### src/rtl/seg7_pkg.sv
// seg7_pkg: segment pattern constants, scan states and anode helper.
// Shared by the seven-segment readback decoder and its encoder peer.
package seg7_pkg;

  // Active-low segment patterns, bit6=a ... bit0=g
  localparam logic [6:0] SEG_0 = 7'b0000001;
  localparam logic [6:0] SEG_1 = 7'b1001111;
  localparam logic [6:0] SEG_2 = 7'b0010010;
  localparam logic [6:0] SEG_3 = 7'b0000110;
  localparam logic [6:0] SEG_4 = 7'b1001100;
  localparam logic [6:0] SEG_5 = 7'b0100100;
  localparam logic [6:0] SEG_6 = 7'b0100000;
  localparam logic [6:0] SEG_7 = 7'b0001111;
  localparam logic [6:0] SEG_8 = 7'b0000000;
  localparam logic [6:0] SEG_9 = 7'b0001100;
  localparam logic [6:0] SEG_A = 7'b0001000;
  localparam logic [6:0] SEG_B = 7'b1100000;
  localparam logic [6:0] SEG_C = 7'b0110001;
  localparam logic [6:0] SEG_D = 7'b1000010;
  localparam logic [6:0] SEG_E = 7'b0110000;
  localparam logic [6:0] SEG_F = 7'b0111000;
  localparam logic [6:0] SEG_BLANK = 7'b1111111;

  typedef enum logic [1:0] {
    ST_IDLE   = 2'd0,
    ST_SETTLE = 2'd1,
    ST_HELD   = 2'd2
  } scan_state_e;

  // Number of low (active) bits in an 8-bit anode word
  function automatic logic [3:0] count_low(
    input logic [7:0] an
  );
    logic [3:0] n;
    n = '0;
    for (int i = 0; i < 8; i++) begin
      n = n + {3'b000, ~an[i]};
    end
    return n;
  endfunction

endpackage

### src/rtl/seg7_scan_decoder_if.sv
// seg7_scan_decoder_if: display bus in (Leds, Anodes) and decoded
// results out (HexVals, DigitValid, DigitErr, Update, Collision).
interface seg7_scan_decoder_if #(
  parameter int NUM_DIGITS = 4
);
  logic [6:0]              Leds;
  logic [NUM_DIGITS-1:0]   Anodes;
  logic [4*NUM_DIGITS-1:0] HexVals;
  logic [NUM_DIGITS-1:0]   DigitValid;
  logic [NUM_DIGITS-1:0]   DigitErr;
  logic                    Update;
  logic                    Collision;

  modport master (
    output Leds, Anodes,
    input  HexVals, DigitValid, DigitErr,
    input  Update, Collision
  );

  modport slave (
    input  Leds, Anodes,
    output HexVals, DigitValid, DigitErr,
    output Update, Collision
  );
endinterface

### src/rtl/seg7_pattern_decode.sv
// seg7_pattern_decode: combinational segment pattern to nibble lookup.
// i_leds in; o_known, o_blank, o_nib out.
module seg7_pattern_decode
  import seg7_pkg::*;
(
  input  logic [6:0] i_leds,
  output logic       o_known,
  output logic       o_blank,
  output logic [3:0] o_nib
);

  always_comb begin
    o_known = 1'b1;
    o_blank = 1'b0;
    o_nib   = 4'h0;
    unique case (i_leds)
      SEG_0: o_nib = 4'h0;
      SEG_1: o_nib = 4'h1;
      SEG_2: o_nib = 4'h2;
      SEG_3: o_nib = 4'h3;
      SEG_4: o_nib = 4'h4;
      SEG_5: o_nib = 4'h5;
      SEG_6: o_nib = 4'h6;
      SEG_7: o_nib = 4'h7;
      SEG_8: o_nib = 4'h8;
      SEG_9: o_nib = 4'h9;
      SEG_A: o_nib = 4'hA;
      SEG_B: o_nib = 4'hB;
      SEG_C: o_nib = 4'hC;
      SEG_D: o_nib = 4'hD;
      SEG_E: o_nib = 4'hE;
      SEG_F: o_nib = 4'hF;
      SEG_BLANK: begin
        o_known = 1'b0;
        o_blank = 1'b1;
      end
      default: o_known = 1'b0;
    endcase
  end

endmodule

### src/rtl/seg7_scan_decoder.sv
// seg7_scan_decoder: reads back a muxed active-low 7-seg bus.
// Clk, Reset_n; bus.slave carries Leds/Anodes in, results out.
module seg7_scan_decoder
  import seg7_pkg::*;
#(
  parameter int NUM_DIGITS    = 4,
  parameter int STABLE_CYCLES = 4
) (
  input  logic Clk,
  input  logic Reset_n,
  seg7_scan_decoder_if.slave bus
);

  localparam int CW = $clog2(STABLE_CYCLES + 1);
  localparam int SW = NUM_DIGITS + 7;
  localparam logic [CW-1:0] CMAX = CW'(STABLE_CYCLES);
  localparam logic [CW-1:0] CONE = CW'(1);

  logic [SW-1:0]           r_samp;
  logic [SW-1:0]           r_prev;
  scan_state_e             r_state;
  logic [CW-1:0]           r_cnt;
  logic [4*NUM_DIGITS-1:0] r_hex;
  logic [NUM_DIGITS-1:0]   r_valid;
  logic [NUM_DIGITS-1:0]   r_err;
  logic                    r_upd;
  logic                    r_coll;

  logic [NUM_DIGITS-1:0]   w_an;
  logic [6:0]              w_leds;
  logic [7:0]              w_an8;
  logic [3:0]              w_nlow;
  logic                    w_one;
  logic                    w_multi;
  logic                    w_same;
  logic                    w_known;
  logic                    w_blank;
  logic [3:0]              w_nib;
  scan_state_e             w_state_n;
  scan_state_e             w_st_start;
  logic [CW-1:0]           w_cnt_n;
  logic [CW-1:0]           w_cnt_start;
  logic                    w_commit;
  logic [4*NUM_DIGITS-1:0] w_hex_n;
  logic [NUM_DIGITS-1:0]   w_valid_n;
  logic [NUM_DIGITS-1:0]   w_err_n;
  logic                    w_chg;

  assign w_an   = r_samp[SW-1:7];
  assign w_leds = r_samp[6:0];

  seg7_pattern_decode u_dec (
    .i_leds  (w_leds),
    .o_known (w_known),
    .o_blank (w_blank),
    .o_nib   (w_nib)
  );

  always_comb begin
    w_an8 = '1;
    w_an8[NUM_DIGITS-1:0] = w_an;
    w_nlow  = count_low(w_an8);
    w_one   = (w_nlow == 4'd1);
    w_multi = (w_nlow > 4'd1);
    w_same  = (r_samp == r_prev);
  end

  // Fresh evaluation of the current sample, as if from IDLE
  always_comb begin
    if (w_one) begin
      w_st_start  = ST_SETTLE;
      w_cnt_start = CONE;
    end else begin
      w_st_start  = ST_IDLE;
      w_cnt_start = '0;
    end
  end

  // A commit needs STABLE_CYCLES+1 identical samples: the
  // counter reaches its limit first, the next match commits.
  always_comb begin
    w_state_n = r_state;
    w_cnt_n   = r_cnt;
    w_commit  = 1'b0;
    unique case (r_state)
      ST_IDLE: begin
        w_state_n = w_st_start;
        w_cnt_n   = w_cnt_start;
      end
      ST_SETTLE: begin
        if (!w_same) begin
          w_state_n = w_st_start;
          w_cnt_n   = w_cnt_start;
        end else if (r_cnt == CMAX) begin
          w_commit  = 1'b1;
          w_state_n = ST_HELD;
        end else begin
          w_cnt_n = r_cnt + CONE;
        end
      end
      ST_HELD: begin
        if (!w_same) begin
          w_state_n = w_st_start;
          w_cnt_n   = w_cnt_start;
        end
      end
      default: begin
        w_state_n = ST_IDLE;
        w_cnt_n   = '0;
      end
    endcase
  end

  // Only the single active digit is touched on a commit
  always_comb begin
    w_hex_n   = r_hex;
    w_valid_n = r_valid;
    w_err_n   = r_err;
    if (w_commit) begin
      for (int i = 0; i < NUM_DIGITS; i++) begin
        if (!w_an[i]) begin
          if (w_known) begin
            w_hex_n[4*i +: 4] = w_nib;
            w_valid_n[i] = 1'b1;
            w_err_n[i]   = 1'b0;
          end else if (w_blank) begin
            w_valid_n[i] = 1'b0;
            w_err_n[i]   = 1'b0;
          end else begin
            w_valid_n[i] = 1'b0;
            w_err_n[i]   = 1'b1;
          end
        end
      end
    end
    w_chg = ({w_hex_n, w_valid_n, w_err_n}
          != {r_hex, r_valid, r_err});
  end

  // Sample regs reset to idle bus so reset is no collision
  always_ff @(posedge Clk or negedge Reset_n) begin
    if (!Reset_n) begin
      r_samp  <= '1;
      r_prev  <= '1;
      r_state <= ST_IDLE;
      r_cnt   <= '0;
      r_hex   <= '0;
      r_valid <= '0;
      r_err   <= '0;
      r_upd   <= 1'b0;
      r_coll  <= 1'b0;
    end else begin
      r_samp  <= {bus.Anodes, bus.Leds};
      r_prev  <= r_samp;
      r_state <= w_state_n;
      r_cnt   <= w_cnt_n;
      r_hex   <= w_hex_n;
      r_valid <= w_valid_n;
      r_err   <= w_err_n;
      r_upd   <= w_chg;
      r_coll  <= w_multi;
    end
  end

  assign bus.HexVals    = r_hex;
  assign bus.DigitValid = r_valid;
  assign bus.DigitErr   = r_err;
  assign bus.Update     = r_upd;
  assign bus.Collision  = r_coll;

endmodule

### src/flat_wrapper.sv
// flat-port wrapper written by rule: the top's interface ports become plain ports
module seg7_scan_decoder_flat import seg7_pkg::*;
#(
  parameter int NUM_DIGITS    = 4,
  parameter int STABLE_CYCLES = 4
)
  (Clk, Reset_n, bus_Leds, bus_Anodes, bus_HexVals, bus_DigitValid, bus_DigitErr, bus_Update, bus_Collision);
  seg7_scan_decoder_if #(.NUM_DIGITS(NUM_DIGITS)) bus_i ();
  input  logic Clk;
  input  logic Reset_n;
  input wire logic [$bits(bus_i.Leds)-1:0] bus_Leds;
  input wire logic [$bits(bus_i.Anodes)-1:0] bus_Anodes;
  output wire logic [$bits(bus_i.HexVals)-1:0] bus_HexVals;
  output wire logic [$bits(bus_i.DigitValid)-1:0] bus_DigitValid;
  output wire logic [$bits(bus_i.DigitErr)-1:0] bus_DigitErr;
  output wire logic [$bits(bus_i.Update)-1:0] bus_Update;
  output wire logic [$bits(bus_i.Collision)-1:0] bus_Collision;
  assign bus_i.Leds = bus_Leds;
  assign bus_i.Anodes = bus_Anodes;
  assign bus_HexVals = bus_i.HexVals;
  assign bus_DigitValid = bus_i.DigitValid;
  assign bus_DigitErr = bus_i.DigitErr;
  assign bus_Update = bus_i.Update;
  assign bus_Collision = bus_i.Collision;
  seg7_scan_decoder #(.NUM_DIGITS(NUM_DIGITS), .STABLE_CYCLES(STABLE_CYCLES)) u_core (.Clk(Clk), .Reset_n(Reset_n), .bus(bus_i));
endmodule
### config.mk
export PLATFORM = sky130hd
export DESIGN_NAME = seg7_scan_decoder_flat
export DESIGN_NICKNAME = d
export VERILOG_FILES = /design/src/rtl/seg7_pkg.sv /design/src/rtl/seg7_scan_decoder_if.sv /design/src/rtl/seg7_pattern_decode.sv /design/src/rtl/seg7_scan_decoder.sv /design/src/flat_wrapper.sv
export SDC_FILE = /design/constraint.sdc
export NUM_CORES = 1
export LEC_CHECK = 0
export BUFFER_PORTS_ARGS = -buffer_cell sky130_fd_sc_hd__buf_2
export CAP_MARGIN = 40
export CORE_MARGIN = 2
export CORE_UTILIZATION = 55
export CTS_BUF_LIST = sky130_fd_sc_hd__clkbuf_2 sky130_fd_sc_hd__clkbuf_4 sky130_fd_sc_hd__clkbuf_8
export DETAILED_ROUTE_END_ITERATION = 10
export MAX_ROUTING_LAYER = met4
export PLACE_DENSITY = 0.77
export SLEW_MARGIN = 30
export SYNTH_ARGS = -nofsm -noshare
export SYNTH_HDL_FRONTEND = slang
export SYNTH_SLANG_ARGS = --single-unit
### constraint.sdc
create_clock -name Clk -period 3.9 [get_ports Clk]
set_input_delay 0 -clock Clk [delete_from_list [all_inputs] [get_ports Clk]]
set_output_delay 0 -clock Clk [all_outputs]
set_load 0.02 [all_outputs]
==> results of run 1 <==
synthesized netlist by cell type, drive strengths merged (3+ instances only):
library cell / instances / area share, %
dfrtp: 31 / 28
nand2: 29 / 3.9
nor2: 26 / 3.5
dfstp: 22 / 21
o21ai: 18 / 3.2
a21oi: 17 / 3.1
buf: 11 / 2.2
inv: 11 / 1.5
xor2: 11 / 3.5
nor3: 9 / 1.8
mux2: 7 / 2.8
nand3: 7 / 1.3
a22oi: 5 / 1.5
xnor2: 5 / 1.6
clkbuf: 4 / 0.54
ha: 4 / 1.8
nand2b: 3 / 0.67
nand3b: 3 / 0.81
nor3b: 3 / 0.81
o22ai: 3 / 0.67
or2: 3 / 0.67
or3: 3 / 0.67
routing by layer:
metal,wire [um],GRT usage [%],share of wire [%],vias up
li1,-,-,-,1081
met1,2900,34.7,47,1113
met2,2840,36.3,46,89
met3,374,4.69,6.0,10
met4,86,8.97,1.4,0
met5,0,-,0,-
stage by stage:
stage,power [mW],hold slack (ns),setup slack [ns]
final,1.09,0.0789,0.772
after global routing,1.14,0.113,0.555
after CTS,1.10,0.0781,0.784
after detailed placement,0.700,-0.119,0.797
after global placement,0.698,-0.122,0.846
after floorplan,0.667,-0.296,1.18
sequential cells by signal, indices dropped and copies added, names as in the netlist, 2 cells and up:
signal,flops
u_core.bus.HexVals,16
u_core.r_prev,11
u_core.r_state,2
u_core.r_samp,11
u_core.bus.DigitValid,4
u_core.bus.DigitErr,4
u_core.r_cnt,3
worst paths after layout:
path                                       start                        to  slack (ns)  cells past startpoint
max in group asynchronous                Reset_n          u_core.r_samp[9]        3.03                      3
worst max-delay path            u_core.r_samp[5]         u_core.bus.Update        0.77                      8
min in group Clk                     bus_Leds[1]          u_core.r_samp[1]        0.32                      2
worst min-delay path                     Reset_n  u_core.bus.DigitValid[0]        0.08                      2
worst min register to register  u_core.r_samp[7]          u_core.r_prev[7]        0.39                      0
worst max register to register  u_core.r_samp[5]         u_core.bus.Update        0.77                      8
layout make-up:
class / instances / area, sq um / area share [%]
Sequential cell: 53 / 1350 / 41.8
Timing Repair Buffer: 52 / 325 / 10.0
Clock buffer: 7 / 90.1 / 2.78
Tap cell: 67 / 83.8 / 2.59
Multi-Input combinational cell: 201 / 1320 / 40.6
Inverter: 11 / 41.3 / 1.27
Clock inverter: 1 / 30.0 / 0.927
what timing repair did:
action	4_1_cts	5_1_grt
hold buffers	12	0
endpoints found under the hold margin	22	0
resized for setup	0	0
worst register-to-register path, delay by kind of cell, from the launching register on:
family	cells	cell delay, ns
AND/OR/NAND/NOR	4	1.24
AO/OA/AOI/OAI	3	0.84
flip-flops	1	0.69
multiplexers	1	0.25
power breakdown:
part / switching (mW) / internal [mW] / total (mW)
Combinational: 0.0533 / 0.0444 / 0.0977
Sequential: 0.0273 / 0.576 / 0.603
Clock: 0.170 / 0.216 / 0.387
logic make-up after synthesis:
group | share of synthesized area [%]
xor gates and xnor gates | 5.03
and+or+nand+nor | 19.1
AOI/OAI and AO/OA | 16.7
DFF | 48.6
muxes | 3.55
buffers and inverters | 4.22
adders and majority gates | 2.87
cell usage in the layout, fill, tap and decap left out, drive strengths merged, types with 3 or more instances in the layout:
cell         count
a21oi           17
a22oi            5
buf             40
clkbuf           7
dfrtp           31
dfstp           22
dlygate4sd3     12
ha               4
inv             11
mux2             7
nand2           29
nand2b           3
nand3            7
nand3b           3
nor2            26
nor3             9
nor3b            3
o21ai           18
o22ai            3
or2              3
or3              3
xnor2            5
xor2            11
==> results.cfg, run 1 <==
[outcome]
status = finished, final reports clean

[logic_synthesis]
ys.flop_type = dfrtp_1
synthCells = 280
synth_edf_count = 0
synth-seq-area-share_pct = 48.6
yosys_warnings = 0
ys_ff_latch = 53
synth_area_sq_mm = 0.00279
synth_area_per_cell_sq_um = 9.96
synth.distinct_cells = 58
synthesis.nets = 298
ys_async_sr_fraction_pct = 100

[clock_network]
cts_sinks = 53
cts.reportedPaths.clkPinSlew_ns = 0.09
cts_setup_buffers = 0
clock_latency_ns = 0.31
cts.htree.levels = 2
cts_max_path_buffers = 2
cts_tree = yes
root_buffer = clkbuf_8
cts_buffers = 5

[setup_path]
cp_data_arrival_time_ns = 3.33
worstPathCellList = and4b_1 -> o21ai_0 -> o211ai_2 -> or3_1 -> nor2_1 -> mux2i_1 -> nand4_1 -> a2111o_1
worst-path-buf-inv = 0
worstPathRequired_ns = 4.10
cp_top_family = simple AND/OR/NAND/NOR gates
cpMaxStageDelayCell = dfstp_2
criticalPathCategory = flop to flop
end_kind = flop
critical-path-max-stage-delay_ns = 0.69
start_kind = flop
cp_max_fo = 14

[final_layout]
drive_above_1_share_pct = 26.2
finalNonFillerCells = 392
fillers = 395
stdcell_area_sq_mm = 0.00324
final_core_util_pct = 67.3
final_nets = 342
synthToLayoutAreaGrowth_pct = 16.2
insertedDiodeCount = 0

[floorplan]
die-area_sq_mm = 0.00565
rows = 25
start_util_pct = 57.9
dieHeight_um = 75.2
core_area_sq_mm = 0.00482
dieWidth_um = 75.2
pin_count = 39

[placement]
dpl.hpwl_um = 4330
placedCellCount = 372
portBuffers = 38
gp_congestion = 0.964
place_area_sq_mm = 0.00300

[global_route]
grt_max_degree = 43
antenna_found_initial = 0
overflow = 0
track_usage_pct = 24.8
first_global_vias = 2124
grt_pass1_wl_um = 10200

[routing]
post-route-drc-count = 0
first_iter_violations = 215
drt-pass1-iter-count = 6
viasPerCell = 5.85
vias = 2293
antenna_left = 0
avgRoutedWirePerCell_um = 15.8
totalWireLength_um = 6200

[timing]
worst_pin_slew_ns = 0.601
finalSetupViolCount = 0
hold_viol = 0
slew_headroom_pct = 59.7
rsz0062_at_grt = false
fmax_mhz = 320
finalCriticalPeriod_ns = 3.13
drv_slew = 0
period_share_pct = 80.2
setup_tns_ns = 0
skew_ns = 0.00284

[pwr]
leakagePower_nw = 1.49
power_density_mw_per_mm2 = 336
ir_drop_mv = 0.207

[flow_run]
maxCapViolCount = 0

[min_path]
hold_class = input pin to asynchronous set/reset pin
Note: power is estimated with default switching activity, not from simulation.
==> run 2, diff against run 1 <==
- ABC_AREA: not set -> 1
- PLACE_DENSITY: 0.77 -> 0.76
- clock period: 3.9 -> 3 ns (I/O delays scaled with it)
==> run 2 against run 1 <==
  * Power rose by 23%
  * Hold slack improved by 0.21 ns
  * Maximum frequency increased by 28%
  * Largest power group unchanged
  * Global-route usage rose by 0.70 points
==> results.cfg, run 2 <==
[outcome]
status = finished, final reports clean

[floorplan]
core_area_sq_mm = 0.00561
start_util_pct = 57.8
pin_count = 39
dieWidth_um = 80.8
die-area_sq_mm = 0.00652
rows = 27
dieHeight_um = 80.8

[setup_path]
r2r_start = u_core.r_samp[2]
reg2reg_slack_ns = 0.56
start_kind = flop
r2r_cells = 16
critical-path-max-stage-delay_ns = 0.62
path_depth = 16
critPathLaunch = u_core.r_samp[2]
cpMaxStageDelayCell = dfstp_2
cp_data_arrival_time_ns = 2.68
worstPathCellList = inv_1 -> nor2_1 -> nand2_1 -> nor2_1 -> nor2_1 -> nand2_1 -> nor2_4 -> nand2_4 -> inv_2 -> nor2_1 -> nand3_1 -> nand2_1 -> nor2_1 -> nand2_1 -> nor2_2 -> nand3_2
cp_top_family = simple AND/OR/NAND/NOR gates
regToRegEndpoint = u_core.bus.Update
cp_common_cell = nor2_1
cp_max_fo = 33
worst-path-buf-inv = 2
worstPathRequired_ns = 3.24
end_kind = flop
criticalPathCategory = flop to flop

[placement]
portBuffers = 38
pre_cts_ws_ns = 0.596
gp_congestion = 0.962
dpl.hpwl_um = 5660

[clock_network]
cts_sinks = 53
cts.htree.levels = 2
cts_buffers = 5
clock_latency_ns = 0.30
root_buffer = clkbuf_8
cts_setup_buffers = 0
cts_tree = yes
cts.reportedPaths.clkPinSlew_ns = 0.09
cts_max_path_buffers = 2
cts_resized = 0

[timing]
hold_viol = 0
finalSetupViolCount = 0
finalCriticalPeriod_ns = 2.44
period_share_pct = 81.3
rsz0062_at_grt = false
skew_ns = 0.00511
fmax_mhz = 410
worst_pin_slew_ns = 0.707
post-route-worst-setup-slack_ns = 0.560
setup_tns_ns = 0
slew_headroom_pct = 52.9
drv_slew = 0
whs_ns = 0.284

[logic_synthesis]
synth_top_area_cell = dfrtp_1
synthCells = 441
synth.distinct_cells = 31
synthSimpleGateAreaFrac_pct = 37.5
yosysMostFrequentCell = nand2_1
synth_top_family_by_area = simple AND/OR/NAND/NOR gates
netlist.area_leader.share_pct = 23.9
synth_compound_area_share_pct = 5.94
synth_area_per_cell_sq_um = 7.35
synth_edf_count = 0
synth-adder-area-share_pct = 2.16
synth-seq-area-share_pct = 41.8
synth_area_sq_mm = 0.00324
ys_async_sr_fraction_pct = 100
synthTopCellsByCount = nand2_1 (107), inv_1 (69), nor2_1 (60)
synth-xor-area-share_pct = 2.43
synthesis.nets = 459
synthTopCellsByArea = dfrtp_1 (24%), dfstp_2 (18%), nand2_1 (12%), inv_1 (8.0%), nor2_1 (6.9%)
yosys_warnings = 0
synthMuxAreaShare_pct = 0
ys_ff_latch = 53
ys.flop_type = dfrtp_1

[final_layout]
final_nets = 510
final_common_cell = nand2_1
drive_above_1_share_pct = 20.1
insertedDiodeCount = 0
synthToLayoutAreaGrowth_pct = 13.9
final_core_util_pct = 65.9
fillers = 500
final_cell_mix = nand2_1 (107), inv_1 (69), nor2_1 (60)
largest_reg_flops = 16

[routing]
post-route-drc-count = 0
totalWireLength_um = 7430
avgRoutedWirePerCell_um = 13.2
first_iter_violations = 185
antenna_left = 0
viasPerCell = 5.28
vias = 2982
drt-pass1-iter-count = 4

[min_path]
hold_class = input pin to asynchronous set/reset pin

[pwr]
ir_drop_mv = 0.233
power_density_mw_per_mm2 = 362
leakagePower_nw = 2.14
report.power.total_mw = 1.34

[global_route]
grt_pass1_wl_um = 12600
antenna_found_initial = 0
first_global_vias = 2841
grt_max_degree = 34
overflow = 0
track_usage_pct = 25.5

[flow_run]
maxCapViolCount = 0
## run 2: worst max path at each step
| stage | end |
|---|---|
| 4_1_cts | u_core.bus.Update |
| 6_report | u_core.bus.Update |
| 5_1_grt | u_core.bus.Update |
| 3_5_place_dp | u_core.bus.Update |
| 3_3_place_gp | u_core.bus.Update |
| 2_1_floorplan | u_core.r_cnt[0] |
## run 2: stage by stage
step                cell area, sq um  cells
finish                          3690    565
global route                    3690    565
CTS                             3690    565
detailed placement              3480    545
global placement                3480    545
floorplan                       3240    441
## run 2: layer usage
layer	global-route usage [%]	part of all wire, %	wire, um	up-vias
met5	-	0	0	-
met2	39.3	46	3400	92
met4	6.95	1.1	81	0
met1	35.2	48	3560	1383
met3	4.22	5.2	387	10
li1	-	-	-	1497
## run 2: cells by family (layout without fill, tap and decap cells)
group                      count (synthesis)  after routing
adders and majority gates                  5              5
xor gates and xnor gates                   9              9
buffers and inverters                     83            135
AOI/OAI and AO/OA                         37             37
and+or+nand+nor                          254            254
DFF                                       53             53
## run 2: cell type report
cell class              count  area (sq um)  share of cell area [%]
inverters                  76           285                    7.72
well taps                  72          90.1                    2.44
multi-input cells         305          1560                    42.1
flip-flops and latches     53          1350                    36.7
clock inverters             1          6.26                   0.169
clock buffers               7          83.8                    2.27
repair buffers             51           318                    8.60
## run 2: power breakdown
part	switching [mW]	internal [mW]	leakage (nW)
sequential	0.0253	0.749	0.660
clock	0.226	0.185	0.0496
combinational	0.100	0.0526	1.43
## run 2: repair_timing
action / CTS / global route
hold buffers: 12 / 0
setup endpoints to repair: 0 / 0
endpoints found under the hold margin: 31 / 0
==> run 3, diff against run 2 <==
- ABC_AREA: 1 -> 0
- CORE_UTILIZATION: 55 -> 54
- PLACE_DENSITY: 0.76 -> 0.79
- clock period: 3 -> 2.1 ns (I/O delays scaled with it)
==> run 3 against run 2 <==
  * Core utilization increased by 20 points
  * Combinational power increased by 150%
  * Via count decreased by 3.1%
  * Maximum frequency decreased by 10%
  * Hold slack improved by 0.034 ns
  * Worst setup slack got worse by 1.2 ns
  * The run now ends with negative setup slack left
  * Routed wire length increased by 25%
  * First-iteration DRC count increased by 48%
  * Sequential power increased by 42%
  * Sequential cell count unchanged
==> results.cfg, run 3 (synthesis results as in run 1) <==
[outcome]
status = finished, violations left
failed_checks = negative setup slack

[clock_network]
cts_buffers = 5
cts_tree = yes
cts_max_path_buffers = 2
cts.htree.levels = 2
cts.reportedPaths.clkPinSlew_ns = 0.10
clock_latency_ns = 0.31
cts_sinks = 53
root_buffer = clkbuf_8

[floorplan]
rows = 26
die-area_sq_mm = 0.00575
dieWidth_um = 75.9
core_area_sq_mm = 0.00504
dieHeight_um = 75.9
start_util_pct = 55.3
pin_count = 39

[timing]
hold_viol = 0
fmax_mhz = 369
finalCriticalPeriod_ns = 2.71
post-route-worst-setup-slack_ns = -0.611
period_share_pct = 129
slew_headroom_pct = 54.9
worst_pin_slew_ns = 0.676
finalSetupViolCount = 26
rsz0062_at_grt = true
skew_ns = 0.0124
drv_slew = 0

[pwr]
ir_drop_mv = 0.520
leakagePower_nw = 1.97
power_density_mw_per_mm2 = 489
report.power.total_mw = 2.11

[setup_path]
worstPathRequired_ns = 2.31
end_kind = flop
regToRegEndpoint = u_core.bus.Update
r2r_start = u_core.r_samp[5]
start_kind = flop
reg2reg_slack_ns = -0.61
cp_data_arrival_time_ns = 2.92
criticalPathCategory = flop to flop
cp_max_fo = 8
r2r_cells = 9

[routing]
drt-pass1-iter-count = 5
totalWireLength_um = 9310
viasPerCell = 6.02
post-route-drc-count = 0
first_iter_violations = 273
vias = 2891
antenna_left = 0
avgRoutedWirePerCell_um = 19.4

[global_route]
grt_pass1_wl_um = 12800
antenna_found_initial = 0
track_usage_pct = 31.0
first_global_vias = 2584
overflow = 0
grt_max_degree = 54

[min_path]
holdPathStages = 2
hold_class = input pin to flop
holdPathEnd = u_core.r_samp[1]
min_from = bus_Leds[1]

[final_layout]
final_common_cell = buf_4
largest_reg_flops = 16
insertedDiodeCount = 0
drive_above_1_share_pct = 54.1
synthToLayoutAreaGrowth_pct = 54.4
finalNonFillerCells = 480
final_nets = 427
final_cell_mix = buf_4 (65), buf_2 (38), dfrtp_1 (31)

[placement]
portBuffers = 38
dpl.hpwl_um = 5240
gp_congestion = 1.00
placedCellCount = 433

[flow_run]
maxCapViolCount = 0
==> run 3: changes by cell type in the layout (fill, tap and decap cells not counted), sizes merged, moves of 14 or more <==
cell and change:
a21oi +14, nand4 -26, nor2 -45, inv -66, buf +86, nand3 -26
nand2 -83
==> run 3: what timing repair did <==
action                                  in CTS  in global routing
endpoints found under the hold margin       42                  0
hold buffers                                12                  0
setup buffers                               15                 14
gates resized for setup                     38                 54
endpoints found under the setup margin      27                 27
pin swaps                                   14                 21
==> run 3: metal layers <==
metal | up-vias | wire (um) | GRT usage, %
met2 | 170 | 4740 | 49.3
met4 | 0 | 303 | 9.36
li1 | 1261 | - | -
met3 | 40 | 712 | 5.82
met5 | - | 0 | -
met1 | 1420 | 3550 | 40.3
==> run 3: through the flow <==
step                cell area [sq um]  hold WS, ns  worst slack [ns]  utilization, %  setup TNS, ns
global route                     4310        0.318            -0.696            85.4         -10.19
finish                           4310        0.318            -0.611            85.4          -7.23
floorplan                        2890       -0.296            -0.421               -         -0.554
global placement                 3500        0.104            -0.450            69.5          -4.13
detailed placement               3500        0.107            -0.548            69.5          -5.42
CTS                              4020        0.322            -0.439            79.7          -3.95
==> run 3: how the worst max path moves through the flow <==
stage                           from                 to  slack, ns  cells after the start
floorplan           u_core.r_samp[5]  u_core.bus.Update      -0.42                     10
global placement    u_core.r_samp[3]  u_core.bus.Update      -0.45                      9
detailed placement  u_core.r_samp[3]  u_core.bus.Update      -0.55                      9
CTS                 u_core.r_samp[0]  u_core.bus.Update      -0.44                     10
global route        u_core.r_samp[5]  u_core.bus.Update      -0.70                      9
finish              u_core.r_samp[5]  u_core.bus.Update      -0.61                      9
==> run 3: worst max-delay path, cell delays in order, from the launching register on <==
cell       delay [ns]
dfstp_2          0.63
buf_4            0.16
xnor2_1          0.14
nor3b_1          0.08
o21ai_0          0.34
and2_2           0.31
o22ai_1          0.13
a2111oi_4        0.37
a41oi_2          0.15
a2111o_1         0.29
==> run 3: final cells by class <==
cell class / count / area, sq um
Clock buffer: 8 / 97.6
Fill cell: 257 / 737
Inverter: 11 / 43.8
Multi-Input combinational cell: 201 / 1660
Sequential cell: 53 / 1350
Tap cell: 70 / 87.6
Timing Repair Buffer: 137 / 1070
==> run 3: power by group <==
| part | internal (mW) | switching (mW) |
|---|---|---|
| clock | 0.296 | 0.330 |
| combinational | 0.187 | 0.194 |
| sequential | 1.07 | 0.0291 |
| total | 1.55 | 0.554 |
